## src/rtl/datapath_pipe.sv

```systemverilog
// datapath_pipe: two-stage (RD -> EX) pipelined register-file datapath.
//   RD: operand fetch, constant mux (MB); DI is sampled here.
//   EX: function unit, BusD mux (MD), write-back, status flags, memory bus.
// Optional feature macro: DATAPATH_PIPE_FWD_EN
//   defined   -> EX write-back value is bypassed into RD operand fetch.
//   undefined -> RD sees the register file before the EX write (one bubble
//                must separate dependent micro-ops).
module datapath_pipe #(
    parameter int unsigned WIDTH = 8,
    parameter int unsigned NREG  = 4
) (
    input  logic                     clk,
    input  logic                     rst_n,
    input  logic                     op_valid,
    input  logic [$clog2(NREG)-1:0]  AA,
    input  logic [$clog2(NREG)-1:0]  BA,
    input  logic [$clog2(NREG)-1:0]  DA,
    input  logic [3:0]               FS,
    input  logic [WIDTH-1:0]         CI,
    input  logic [WIDTH-1:0]         DI,
    input  logic                     LE,
    input  logic                     MD,
    input  logic                     MB,
    output logic [WIDTH-1:0]         BusD,
    output logic [WIDTH-1:0]         Address_out,
    output logic [WIDTH-1:0]         Data_out,
    output logic                     ex_valid,
    output logic                     N,
    output logic                     Z,
    output logic                     C,
    output logic                     V
);

    localparam int unsigned RAW = $clog2(NREG);

    typedef enum logic [3:0] {
        FS_MOVA  = 4'b0000,
        FS_INC   = 4'b0001,
        FS_ADD   = 4'b0010,
        FS_ADDC  = 4'b0011,
        FS_ADDNB = 4'b0100,
        FS_SUB   = 4'b0101,
        FS_DEC   = 4'b0110,
        FS_MOVA2 = 4'b0111,
        FS_AND   = 4'b1000,
        FS_OR    = 4'b1001,
        FS_XOR   = 4'b1010,
        FS_NOT   = 4'b1011,
        FS_MOVB  = 4'b1100,
        FS_SHR   = 4'b1101,
        FS_SHL   = 4'b1110,
        FS_ROR   = 4'b1111
    } fs_e;

    // Register file
    logic [WIDTH-1:0] r_regs [NREG];

    // EX pipeline register
    logic [WIDTH-1:0] r_a_ex;
    logic [WIDTH-1:0] r_b_ex;
    logic [WIDTH-1:0] r_di_ex;
    fs_e              r_fs_ex;
    logic [RAW-1:0]   r_da_ex;
    logic             r_le_ex;
    logic             r_md_ex;
    logic             r_valid_ex;

    // Status flags
    logic r_n;
    logic r_z;
    logic r_c;
    logic r_v;

    // RD-stage operands
    logic [WIDTH-1:0] w_a_rd;
    logic [WIDTH-1:0] w_b_rd;

    // EX-stage function unit
    logic [WIDTH-1:0] w_add_y;
    logic             w_add_cin;
    logic [WIDTH:0]   w_sum;
    logic             w_add_ovf;
    logic [WIDTH-1:0] w_f;
    logic             w_c;
    logic             w_v;
    logic [WIDTH-1:0] w_busd;
    logic             w_wr;
    logic             w_flag_upd;

    assign w_wr       = r_valid_ex & r_le_ex;
    assign w_flag_upd = w_wr & ~r_md_ex;

    // RD operand fetch with B constant mux and optional EX->RD bypass
    always_comb begin
        w_a_rd = r_regs[AA];
        w_b_rd = MB ? CI : r_regs[BA];
`ifdef DATAPATH_PIPE_FWD_EN
        if (w_wr && (r_da_ex == AA)) begin
            w_a_rd = w_busd;
        end
        if (!MB && w_wr && (r_da_ex == BA)) begin
            w_b_rd = w_busd;
        end
`endif
    end

    // EX pipeline register: captures every cycle, bubbles included, so the
    // memory bus always shows the latched operands
    always_ff @(posedge clk or negedge rst_n) begin
        if (!rst_n) begin
            r_a_ex     <= '0;
            r_b_ex     <= '0;
            r_di_ex    <= '0;
            r_fs_ex    <= FS_MOVA;
            r_da_ex    <= '0;
            r_le_ex    <= 1'b0;
            r_md_ex    <= 1'b0;
            r_valid_ex <= 1'b0;
        end else begin
            r_a_ex     <= w_a_rd;
            r_b_ex     <= w_b_rd;
            r_di_ex    <= DI;
            r_fs_ex    <= fs_e'(FS);
            r_da_ex    <= DA;
            r_le_ex    <= LE;
            r_md_ex    <= MD;
            r_valid_ex <= op_valid;
        end
    end

    // Adder second operand and carry-in; every arithmetic code is A + Y + cin
    always_comb begin
        w_add_y   = '0;
        w_add_cin = 1'b0;
        unique case (r_fs_ex)
            FS_INC:   begin w_add_y = '0;      w_add_cin = 1'b1; end
            FS_ADD:   begin w_add_y = r_b_ex;  w_add_cin = 1'b0; end
            FS_ADDC:  begin w_add_y = r_b_ex;  w_add_cin = 1'b1; end
            FS_ADDNB: begin w_add_y = ~r_b_ex; w_add_cin = 1'b0; end
            FS_SUB:   begin w_add_y = ~r_b_ex; w_add_cin = 1'b1; end
            FS_DEC:   begin w_add_y = '1;      w_add_cin = 1'b0; end
            default:  begin w_add_y = '0;      w_add_cin = 1'b0; end
        endcase
    end

    assign w_sum     = {1'b0, r_a_ex} + {1'b0, w_add_y} + {{WIDTH{1'b0}}, w_add_cin};
    assign w_add_ovf = (r_a_ex[WIDTH-1] == w_add_y[WIDTH-1]) &&
                       (w_sum[WIDTH-1] != r_a_ex[WIDTH-1]);

    // Function unit result and candidate C/V flags
    always_comb begin
        w_f = r_a_ex;
        w_c = 1'b0;
        w_v = 1'b0;
        unique case (r_fs_ex)
            FS_MOVA, FS_MOVA2: w_f = r_a_ex;
            FS_INC, FS_ADD, FS_ADDC, FS_ADDNB, FS_SUB, FS_DEC: begin
                w_f = w_sum[WIDTH-1:0];
                w_c = w_sum[WIDTH];
                w_v = w_add_ovf;
            end
            FS_AND:  w_f = r_a_ex & r_b_ex;
            FS_OR:   w_f = r_a_ex | r_b_ex;
            FS_XOR:  w_f = r_a_ex ^ r_b_ex;
            FS_NOT:  w_f = ~r_a_ex;
            FS_MOVB: w_f = r_b_ex;
            FS_SHR: begin
                w_f = {1'b0, r_b_ex[WIDTH-1:1]};
                w_c = r_b_ex[0];
            end
            FS_SHL: begin
                w_f = {r_b_ex[WIDTH-2:0], 1'b0};
                w_c = r_b_ex[WIDTH-1];
            end
            FS_ROR: begin
                w_f = {r_b_ex[0], r_b_ex[WIDTH-1:1]};
                w_c = r_b_ex[0];
            end
            default: w_f = r_a_ex;
        endcase
    end

    assign w_busd = r_md_ex ? r_di_ex : w_f;

    // Register-file write-back at the end of the EX cycle
    always_ff @(posedge clk or negedge rst_n) begin
        if (!rst_n) begin
            r_regs <= '{default: '0};
        end else if (w_wr) begin
            r_regs[r_da_ex] <= w_busd;
        end
    end

    // Status flags follow only FU results that are actually written back
    always_ff @(posedge clk or negedge rst_n) begin
        if (!rst_n) begin
            r_n <= 1'b0;
            r_z <= 1'b0;
            r_c <= 1'b0;
            r_v <= 1'b0;
        end else if (w_flag_upd) begin
            r_n <= w_f[WIDTH-1];
            r_z <= (w_f == '0);
            r_c <= w_c;
            r_v <= w_v;
        end
    end

    assign BusD        = w_busd;
    assign Address_out = r_a_ex;
    assign Data_out    = r_b_ex;
    assign ex_valid    = r_valid_ex;
    assign N           = r_n;
    assign Z           = r_z;
    assign C           = r_c;
    assign V           = r_v;

endmodule

```

## config.mk

```make
export PLATFORM = sky130hd
export DESIGN_NAME = datapath_pipe
export DESIGN_NICKNAME = d
export VERILOG_FILES = /design/src/rtl/datapath_pipe.sv
export SDC_FILE = /design/constraint.sdc
export NUM_CORES = 1
export LEC_CHECK = 0
export ABC_AREA = 1
export CORE_MARGIN = 4
export CORE_UTILIZATION = 41
export DETAILED_ROUTE_END_ITERATION = 10
export MAX_ROUTING_LAYER = met4
export PLACE_DENSITY = 0.65
export SYNTH_ARGS = -nofsm -noshare
export SYNTH_HDL_FRONTEND = slang
export SYNTH_SLANG_ARGS = --single-unit
```

## constraint.sdc

```tcl
create_clock -name clk -period 6.8 [get_ports clk]
set_clock_uncertainty 0.1 [all_clocks]
set_input_delay 0.68 -clock clk [delete_from_list [all_inputs] [get_ports clk]]
set_output_delay 0.68 -clock clk [all_outputs]
set_load 0.01 [all_outputs]
```

==> results of run 1 <==
==> cells by family after synthesis <==
logic type / Yosys count / share of synthesized area [%]
AND/OR/NAND/NOR: 323 / 30.7
AO/OA/AOI/OAI: 102 / 13.6
buffers and inverters: 84 / 7.42
flip-flops: 69 / 40.2
adder cells (fa/ha/maj): 25 / 7.63
XOR/XNOR: 2 / 0.408
==> metal layers <==
layer / up-vias / wire, um / global-route usage [%]
li1: 2057 / - / -
met1: 1956 / 5630 / 28.4
met2: 150 / 5950 / 34.3
met3: 35 / 719 / 2.25
met4: 0 / 375 / 8.54
met5: - / 0 / -
==> power groups by stage <==
stage | logic [uW] | registers, uW | clock network, uW
finish | 367 | 545 | 378
global route | 417 | 554 | 403
CTS | 368 | 544 | 383
detailed placement | 365 | 552 | 0
global placement | 356 | 550 | 0
floorplan | 219 | 538 | 0
==> worst min-delay path: stages, from the launching register on <==
cell and delay [ps]:
dfrtp_1 350, nand2_1 60, nand2_1 60
==> flip-flops by register name (all words and copies together), names as in the netlist <==
name,count
r_da_ex,2
N,1
Data_out,8
ex_valid,1
r_le_ex,1
Z,1
V,1
r_di_ex,8
Address_out,8
r_fs_ex,4
r_md_ex,1
C,1
r_regs,32
==> worst paths after layout <==
check | slack, ps | to | from | cells after the start
worst max-delay path | 2560 | BusD[4] | r_fs_ex[2] | 17
worst min-delay path | 390 | N | N | 2
worst max register to register | 3780 | r_regs[22] | r_fs_ex[2] | 16
worst min register to register | 390 | N | N | 2
max in group asynchronous | 5600 | r_fs_ex[3] | rst_n | 2
min in group asynchronous | 420 | r_di_ex[5] | rst_n | 2
==> through the flow <==
stage | setup WS, ps | instances | power [uW]
6_report | 2560 | 806 | 1290
2_1_floorplan | 3640 | 605 | 757
3_5_place_dp | 2970 | 790 | 917
5_1_grt | 2210 | 806 | 1370
3_3_place_gp | 3040 | 790 | 907
4_1_cts | 2560 | 806 | 1290
==> area by class of cell <==
type / count / area (sq um)
well taps: 136 / 170
clock buffers: 10 / 138
inverters: 72 / 270
multi-input cells: 452 / 2250
flip-flops and latches: 69 / 1730
fillers: 1008 / 5030
repair buffers: 61 / 603
clock inverters: 6 / 86.3
==> cells in the mapped netlist, types with 2 or more instances <==
cell type,instances,area [sq um]
a21oi_1,20,100
a22oi_1,7,52.6
a31oi_1,8,50.1
clkbuf_1,10,37.5
dfrtp_1,69,1730
fa_1,2,40.0
ha_1,23,288
inv_1,69,259
inv_2,2,7.51
nand2_1,182,683
nand2_2,2,12.5
nand3_1,37,185
nand4_1,3,18.8
nor2_1,84,315
nor2_2,7,43.8
nor3_1,2,10.0
o21ai_0,45,225
o21ai_1,4,20.0
o21ai_2,4,35.0
o21bai_1,4,30.0
o22ai_1,5,31.3
or2_2,3,18.8
==> flow_summary.json, run 1 <==
{
  "worstSetupStartpointType": "flop",
  "grt_usage_pct": 21.6,
  "initial_utilization_pct": 41.8,
  "synth-edff-count": 0,
  "end_kind": "output pin",
  "cts_resized": 0,
  "core_area_sq_um": 10300,
  "leakagePower_uw": 0.00265,
  "detail_route.vias_per_cell": 5.21,
  "worstPathArrival_ps": 3460,
  "combinationalPowerShare_pct": 28.5,
  "critical_path_buf_inv_count": 4,
  "placed_area_sq_um": 5020,
  "total_number_of_nets_in_the_final_design": 722,
  "cpMostUsedCell": "nand2_1",
  "hold_slack_ps": 390,
  "die-width_um": 110,
  "clock_tree.buffer_depth": 2,
  "wl_mm": 12.7,
  "io_buffer_count": 60,
  "setup-violations-final": 0,
  "intPower_uw": 849,
  "i_o_pin_cnt": 61,
  "clk_transition_reported_paths_ps": 80,
  "grt_pass1_wl_mm": 20.8,
  "tritoncts": "yes",
  "antenna_left": 0,
  "timing.setup.critical_path_class": "flop to output pin",
  "route.detailed.wl_per_inst_um": 15.7,
  "clock-root-buffer": "clkbuf_8",
  "cts_h_tree_lvls": 3,
  "cell_family_with_the_largest_share_of_critical_path_delay": "simple AND/OR/NAND/NOR gates",
  "run_status": "finished, final reports clean",
  "final_core_utilization_pct": 51.1,
  "cts.repair_timing.setup_buffer_count": 0,
  "netlist-cell-type-count": 35,
  "n_antenna_cell": 0,
  "drive_above_1_share_pct": 5.82,
  "final_area_sq_um": 5250,
  "drt-pass1-iter-count": 5,
  "power.net_switching_uw": 441,
  "layout_common_cells": "nand2_1, nor2_1, dfrtp_1, inv_1, clkdlybuf4s50_1",
  "finalWorstPathRequiredPeriod_ps": 4240,
  "cts_num_sinks": 69,
  "timing.max_cap.violations": 0,
  "first_global_vias": 4120,
  "dominantRegCellSynth": "dfrtp_1",
  "finalMaxSlewViolations": 0,
  "grt_max_degree": 70,
  "power.share.switching_pct": 34.2,
  "layout_worst_path_cycle_share_pct": 62.3,
  "fin_setup_tns_ps": 0,
  "ys_ff_latch": 69,
  "die-area_sq_um": 12200,
  "drt_iter0_drc": 368,
  "initial_antenna_violation_count": 0,
  "routabilityCongestion": 0.967,
  "synthCells": 605,
  "insertion_delay_to_the_later_sink_of_the_worst_skew_pair_ps": 350,
  "max_clock_freq_mhz": 236,
  "grt_setup_unrepaired": "no",
  "core.rowCount": 37,
  "part_of_the_yosys_area_used_for_sequential_elements_pct": 40.2,
  "detailroute.via_count": 4198,
  "post_synth_instance_area_sq_um": 4300,
  "timing_worst_slew_pin_value_ps": 932,
  "cp_cell_sequence": "nor2_2 > nand2_1 > a22oi_1 > fa_1 > inv_1 > fa_1 > inv_1 > nand3_1 > nand2_1 > nand2_1 > nand3_1 > nand2_1 > nor2_1 > nand2_1 > o21ai_2 > inv_1 > clkdlybuf4s50_1",
  "layout_commonest_cell": "nand2_1",
  "p_per_area_nw_per_um2": 246,
  "cp_data_required_time_ps": 6020,
  "die_height_um": 110,
  "seqPwrFrac_pct": 42.2,
  "timing.max_slew.rel_slack_pct": 37.4,
  "async_reset_ff_share_pct": 100,
  "cts_hold_buffers": 0,
  "worst_path_largest_cell_delay_ps": 480,
  "syn_avg_cell_area_sq_um": 7.11,
  "drc": 0,
  "ys_warn_count": 0,
  "cts_inserted_buffers": 9,
  "critical_path.slowest_cell": "clkdlybuf4s50_1",
  "final_hold_viol_count": 0,
  "grt_remaining_overflow": 0,
  "dp.final_hpwl_mm": 9.38,
  "hold_path.class": "flop to flop",
  "area_growth_syn_to_layout_pct": 22.1,
  "pwr-share-clk_pct": 29.3,
  "cp_max_fo": 9,
  "mappedNetlistNets": 662,
  "ir_drop_mv": 0.133
}
No activity file was read; power rests on OpenSTA's default activity.
==> inputs of run 2 (changes only) <==
Clock period 6.8 ns to 4.29 ns, I/O delays scaled along.
==> flow_summary.json, run 2 (synthesis results as in run 1) <==
{
  "run_status": "finished, final reports clean",
  "routabilityCongestion": 0.967,
  "grt_usage_pct": 21.6,
  "layout_worst_path_cycle_share_pct": 93.0,
  "detail_route.vias_per_cell": 5.28,
  "cts_h_tree_lvls": 3,
  "leakagePower_uw": 0.00262,
  "timing_worst_slew_pin_value_ps": 915,
  "dp.final_hpwl_mm": 9.55,
  "grt_max_degree": 42,
  "drive_above_1_share_pct": 5.39,
  "crit_cells": 17,
  "cp_max_fo": 9,
  "final_hold_viol_count": 0,
  "drt-pass1-iter-count": 5,
  "finalWorstPathRequiredPeriod_ps": 3990,
  "clk_transition_reported_paths_ps": 70,
  "grt_pass1_wl_mm": 20.9,
  "drc": 0,
  "worstSetupStartpointType": "flop",
  "cpMostUsedCell": "nand2_1",
  "final_core_utilization_pct": 50.5,
  "cts_num_sinks": 69,
  "ir_drop_mv": 0.210,
  "grt_remaining_overflow": 0,
  "timing.max_slew.rel_slack_pct": 38.5,
  "first_global_vias": 4146,
  "place.detailed.instances": 790,
  "io_buffer_count": 60,
  "tritoncts": "yes",
  "detailroute.via_count": 4246,
  "setup-violations-final": 0,
  "layout_common_cells": "nand2_1, nor2_1, dfrtp_1, inv_1, clkdlybuf4s50_1",
  "cp_data_required_time_ps": 3760,
  "die-width_um": 110,
  "timing.max_cap.violations": 0,
  "stdcell_count": 804,
  "die_height_um": 110,
  "drt_iter0_drc": 337,
  "antenna_left": 0,
  "core_area_sq_um": 10300,
  "clock_tree.buffer_depth": 2,
  "layout_commonest_cell": "nand2_1",
  "initial_utilization_pct": 41.8,
  "insertion_delay_to_the_later_sink_of_the_worst_skew_pair_ps": 340,
  "wl_mm": 12.9,
  "critical_path_buf_inv_count": 4,
  "timing.setup.critical_path_class": "flop to output pin",
  "cts.repair_timing.setup_buffer_count": 0,
  "cp_cell_sequence": "nor2_2 > nand2_1 > a22oi_1 > fa_1 > inv_1 > fa_1 > inv_1 > nand3_1 > nand2_1 > nand2_1 > nand3_1 > nand2_1 > nor2_1 > nand2_1 > o21ai_2 > inv_1 > clkdlybuf4s50_1",
  "end_kind": "output pin",
  "cts_inserted_buffers": 9,
  "hold_path.class": "input pin to async pin",
  "largest_register": "r_regs",
  "worst_path_largest_cell_delay_ps": 480,
  "core.rowCount": 37,
  "reg2reg_slack_ps": 1310,
  "finalMaxSlewViolations": 0,
  "final_area_sq_um": 5190,
  "initial_antenna_violation_count": 0,
  "critical_path.slowest_cell": "clkdlybuf4s50_1",
  "cts_resized": 0,
  "area_growth_syn_to_layout_pct": 20.7,
  "cts_hold_buffers": 0,
  "i_o_pin_cnt": 61,
  "cell_family_with_the_largest_share_of_critical_path_delay": "simple AND/OR/NAND/NOR gates",
  "r2r_cells": 16,
  "grt_setup_unrepaired": "no",
  "fin_setup_tns_ps": 0,
  "largest_reg_flops": 32,
  "placed_area_sq_um": 5020,
  "n_antenna_cell": 0,
  "route.detailed.wl_per_inst_um": 16.0,
  "clock-root-buffer": "clkbuf_8",
  "worstPathArrival_ps": 3460,
  "die-area_sq_um": 12200,
  "total_number_of_nets_in_the_final_design": 722,
  "p_per_area_nw_per_um2": 368,
  "hold_slack_ps": 6.84,
  "max_clock_freq_mhz": 251
}
[run 2: cell types whose count changed in the layout (fill, tap and decap cells not counted), sizes merged]
cell | previous run | this run
bufinv | 2 | 0
clkbuf | 10 | 12
clkinv | 4 | 3
clkinvlp | 1 | 0
[run 2: worst paths after layout]
path,startpoint,endpoint
max,r_fs_ex[2],BusD[4]
min in group clk,Z,Z
max in group asynchronous,rst_n,r_fs_ex[0]
max reg2reg,r_fs_ex[2],r_regs[22]
min reg2reg,Z,Z
min,rst_n,r_di_ex[5]
[run 2: power by group]
group / total (uW) / switching (uW) / internal [uW]
registers: 868 / 112 / 756
clock network: 461 / 228 / 233
logic: 581 / 334 / 248
total: 1910 / 674 / 1240
[run 2: worst register-to-register path: cells and delay by family (launching register included)]
kind | cells | cell delay, ps
and+or+nand+nor | 10 | 1200
AOI/OAI and AO/OA | 2 | 290
adders and majority gates | 2 | 630
buffers and inverters | 2 | 150
DFF | 1 | 470
[run 2: through the flow]
step	worst slack (ps)	total power [uW]
6_report	298	1910
5_1_grt	18.9	2040
4_1_cts	310	1920
3_5_place_dp	691	1450
3_3_place_gp	789	1440
2_1_floorplan	1380	1200
[run 2: metal layers]
| metal | share of wire, % | vias up | track usage (%) |
|---|---|---|---|
| met4 | 2.0 | 0 | 8.87 |
| met5 | 0 | - | - |
| met2 | 48 | 135 | 34.7 |
| li1 | - | 2054 | - |
| met3 | 4.5 | 26 | 2.63 |
| met1 | 45 | 2031 | 27.8 |
[run 2: area by class of cell]
| cell class | instances | area [sq um] |
|---|---|---|
| repair buffers | 61 | 603 |
| multi-input cells | 452 | 2250 |
| clock inverters | 2 | 10.0 |
| fillers | 1043 | 5090 |
| flip-flops and latches | 69 | 1730 |
| clock buffers | 12 | 155 |
| inverters | 72 | 270 |
| well taps | 136 | 170 |
==> inputs of run 3 (changes only) <==
Settings changed: ABC_AREA 1 to not set, HOLD_SLACK_MARGIN set to 0.06.
==> flow_summary.json, run 3 <==
{
  "run_status": "finished, final reports clean",
  "die-width_um": 110,
  "max_clock_freq_mhz": 242,
  "synth_largest_area_cell": "dfrtp_1",
  "route.detailed.wl_per_inst_um": 18.2,
  "leakagePower_uw": 0.00223,
  "layout_worst_path_cycle_share_pct": 96.5,
  "r2r_cells": 14,
  "fillCellCount": 952,
  "initial_utilization_pct": 41.9,
  "finalMaxSlewViolations": 0,
  "dominantRegCellSynth": "dfrtp_1",
  "synthMostInstantiatedCell": "dfrtp_1",
  "cp_max_fo": 12,
  "hold_path.class": "input pin to async pin",
  "die-area_sq_um": 12100,
  "cts_hold_buffers": 0,
  "timing.max_slew.rel_slack_pct": 30.9,
  "die_height_um": 110,
  "wl_mm": 11.1,
  "setup-violations-final": 0,
  "detailroute.via_count": 3399,
  "layout_commonest_cell": "dfrtp_1",
  "drt-pass1-iter-count": 4,
  "core_area_sq_um": 10200,
  "cts_num_sinks": 69,
  "post_synth_instance_area_sq_um": 4280,
  "initial_antenna_violation_count": 0,
  "finalWorstPathRequiredPeriod_ps": 4140,
  "routabilityCongestion": 0.920,
  "first_global_vias": 3409,
  "largest_reg_flops": 32,
  "worstPathArrival_ps": 3610,
  "seq_area_sq_um": 1730,
  "drt_iter0_drc": 232,
  "synth_top_cells_by_count": "dfrtp_1, nand2_1, o21ai_1",
  "setup_ws_final_ps": 152,
  "i_o_pin_cnt": 61,
  "drc": 0,
  "ys_warn_count": 0,
  "netlist.area_leader.share_pct": 40.3,
  "clk_transition_reported_paths_ps": 80,
  "total_number_of_nets_in_the_final_design": 530,
  "antenna_left": 0,
  "cts_inserted_buffers": 9,
  "cts_h_tree_lvls": 3,
  "dp.final_hpwl_mm": 8.32,
  "tritoncts": "yes",
  "grt_pass1_wl_mm": 17.9,
  "syn_avg_cell_area_sq_um": 10.2,
  "timing_worst_slew_pin_value_ps": 1040,
  "placed_area_sq_um": 4940,
  "mappedNetlistNets": 476,
  "grt_remaining_overflow": 0,
  "part_of_the_yosys_area_used_for_sequential_elements_pct": 40.3,
  "detail_route.vias_per_cell": 5.55,
  "worstSetupStartpointType": "flop",
  "netlist-cell-type-count": 65,
  "insertion_delay_to_the_later_sink_of_the_worst_skew_pair_ps": 340,
  "leading_post_synthesis_cells_by_cell_area": "dfrtp_1, mux4_2, ha_1",
  "largest_register": "r_regs",
  "ir_drop_mv": 0.219,
  "grt_setup_unrepaired": "yes",
  "synth-edff-count": 0,
  "final_core_utilization_pct": 50.5,
  "cp_data_required_time_ps": 3760,
  "clock-root-buffer": "clkbuf_8",
  "timing.max_cap.violations": 0,
  "core.rowCount": 37,
  "final_hold_viol_count": 0,
  "layout_common_cells": "dfrtp_1, clkdlybuf4s50_1, nand2_1, o21ai_1, nor2_1",
  "n_antenna_cell": 0,
  "drive_above_1_share_pct": 15.1,
  "post-place-ws_ps": 438,
  "clock_tree.buffer_depth": 2,
  "area_growth_syn_to_layout_pct": 20.7,
  "post-layout-total-power_uw": 2170,
  "p_per_area_nw_per_um2": 419,
  "io_buffer_count": 60,
  "synthCells": 419,
  "ys_ff_latch": 69,
  "async_reset_ff_share_pct": 100,
  "grt_usage_pct": 19.9,
  "grt_max_degree": 48,
  "timing.setup.critical_path_class": "flop to output pin",
  "multi_input_gate_area_in_the_final_layout_sq_um": 2330,
  "end_kind": "output pin",
  "final_area_sq_um": 5170
}
==> run 3: where the power goes <==
part	total (uW)	internal [uW]	switching, uW
Sequential	929	779	150
Clock	460	233	227
Combinational	777	409	368
==> run 3: final timing paths <==
path | startpoint | end | slack (ps)
setup / recovery | r_fs_ex[2] | BusD[6] | 150
hold / removal | rst_n | Data_out[2] | 180
setup reg to reg | r_fs_ex[2] | r_regs[6] | 1010
hold reg to reg | N | N | 400
max in group asynchronous | rst_n | r_regs[17] | 3020
min in group clk | N | N | 400
==> run 3: area by class of cell <==
cell class / instances / share of cell area, %
tap: 136 / 3.29
inverter: 27 / 1.96
multi-input combinational: 296 / 45.1
clock buffer: 12 / 3.00
timing repair buffer: 70 / 13.0
sequential: 69 / 33.5
clock inverter: 2 / 0.194
==> run 3: metrics by stage <==
stage / setup TNS [ps] / hold slack (ps) / std cells
finish: 0 / 179 / 612
global route: -62.1 / 269 / 612
CTS: 0 / 205 / 609
detailed placement: 0 / 392 / 595
global placement: 0 / 375 / 595
floorplan: 0 / 33.4 / 419
==> run 3: repair_timing <==
| item | 4_1_cts | 5_1_grt |
|---|---|---|
| endpoints found under the hold margin | 0 | 0 |
| setup endpoints to repair | 0 | 6 |
| gates resized for setup | 0 | 10 |
| buffers inserted | 0 | 3 |
==> run 3: critical path, cell delays in order (launching register included) <==
cell and delay (ps):
dfrtp_2 500, nand2_1 130, nor2_1 50, a31oi_1 170, nor2_1 80, fa_1 440
inv_1 90, fa_1 200, nor2b_1 80, o31ai_2 250, a21oi_2 110, xnor2_1 240
o22ai_2 130, mux2_4 320, clkdlybuf4s50_1 480
==> run 3: metal layers <==
layer / global-route usage (%) / part of all wire, % / vias up
li1: - / - / 1627
met1: 27.4 / 45 / 1661
met2: 30.6 / 48 / 97
met3: 2.85 / 4.7 / 14
met4: 6.42 / 1.6 / 0
met5: - / 0 / -
==> run 3: kinds of logic after synthesis <==
family / after synthesis / share of synthesized area [%]
xor gates and xnor gates: 5 / 1.02
muxes: 43 / 15.9
DFF: 69 / 40.3
and+or+nand+nor: 115 / 13.1
buffers and inverters: 54 / 6.05
AOI/OAI and AO/OA: 108 / 15.9
adders and majority gates: 25 / 7.65
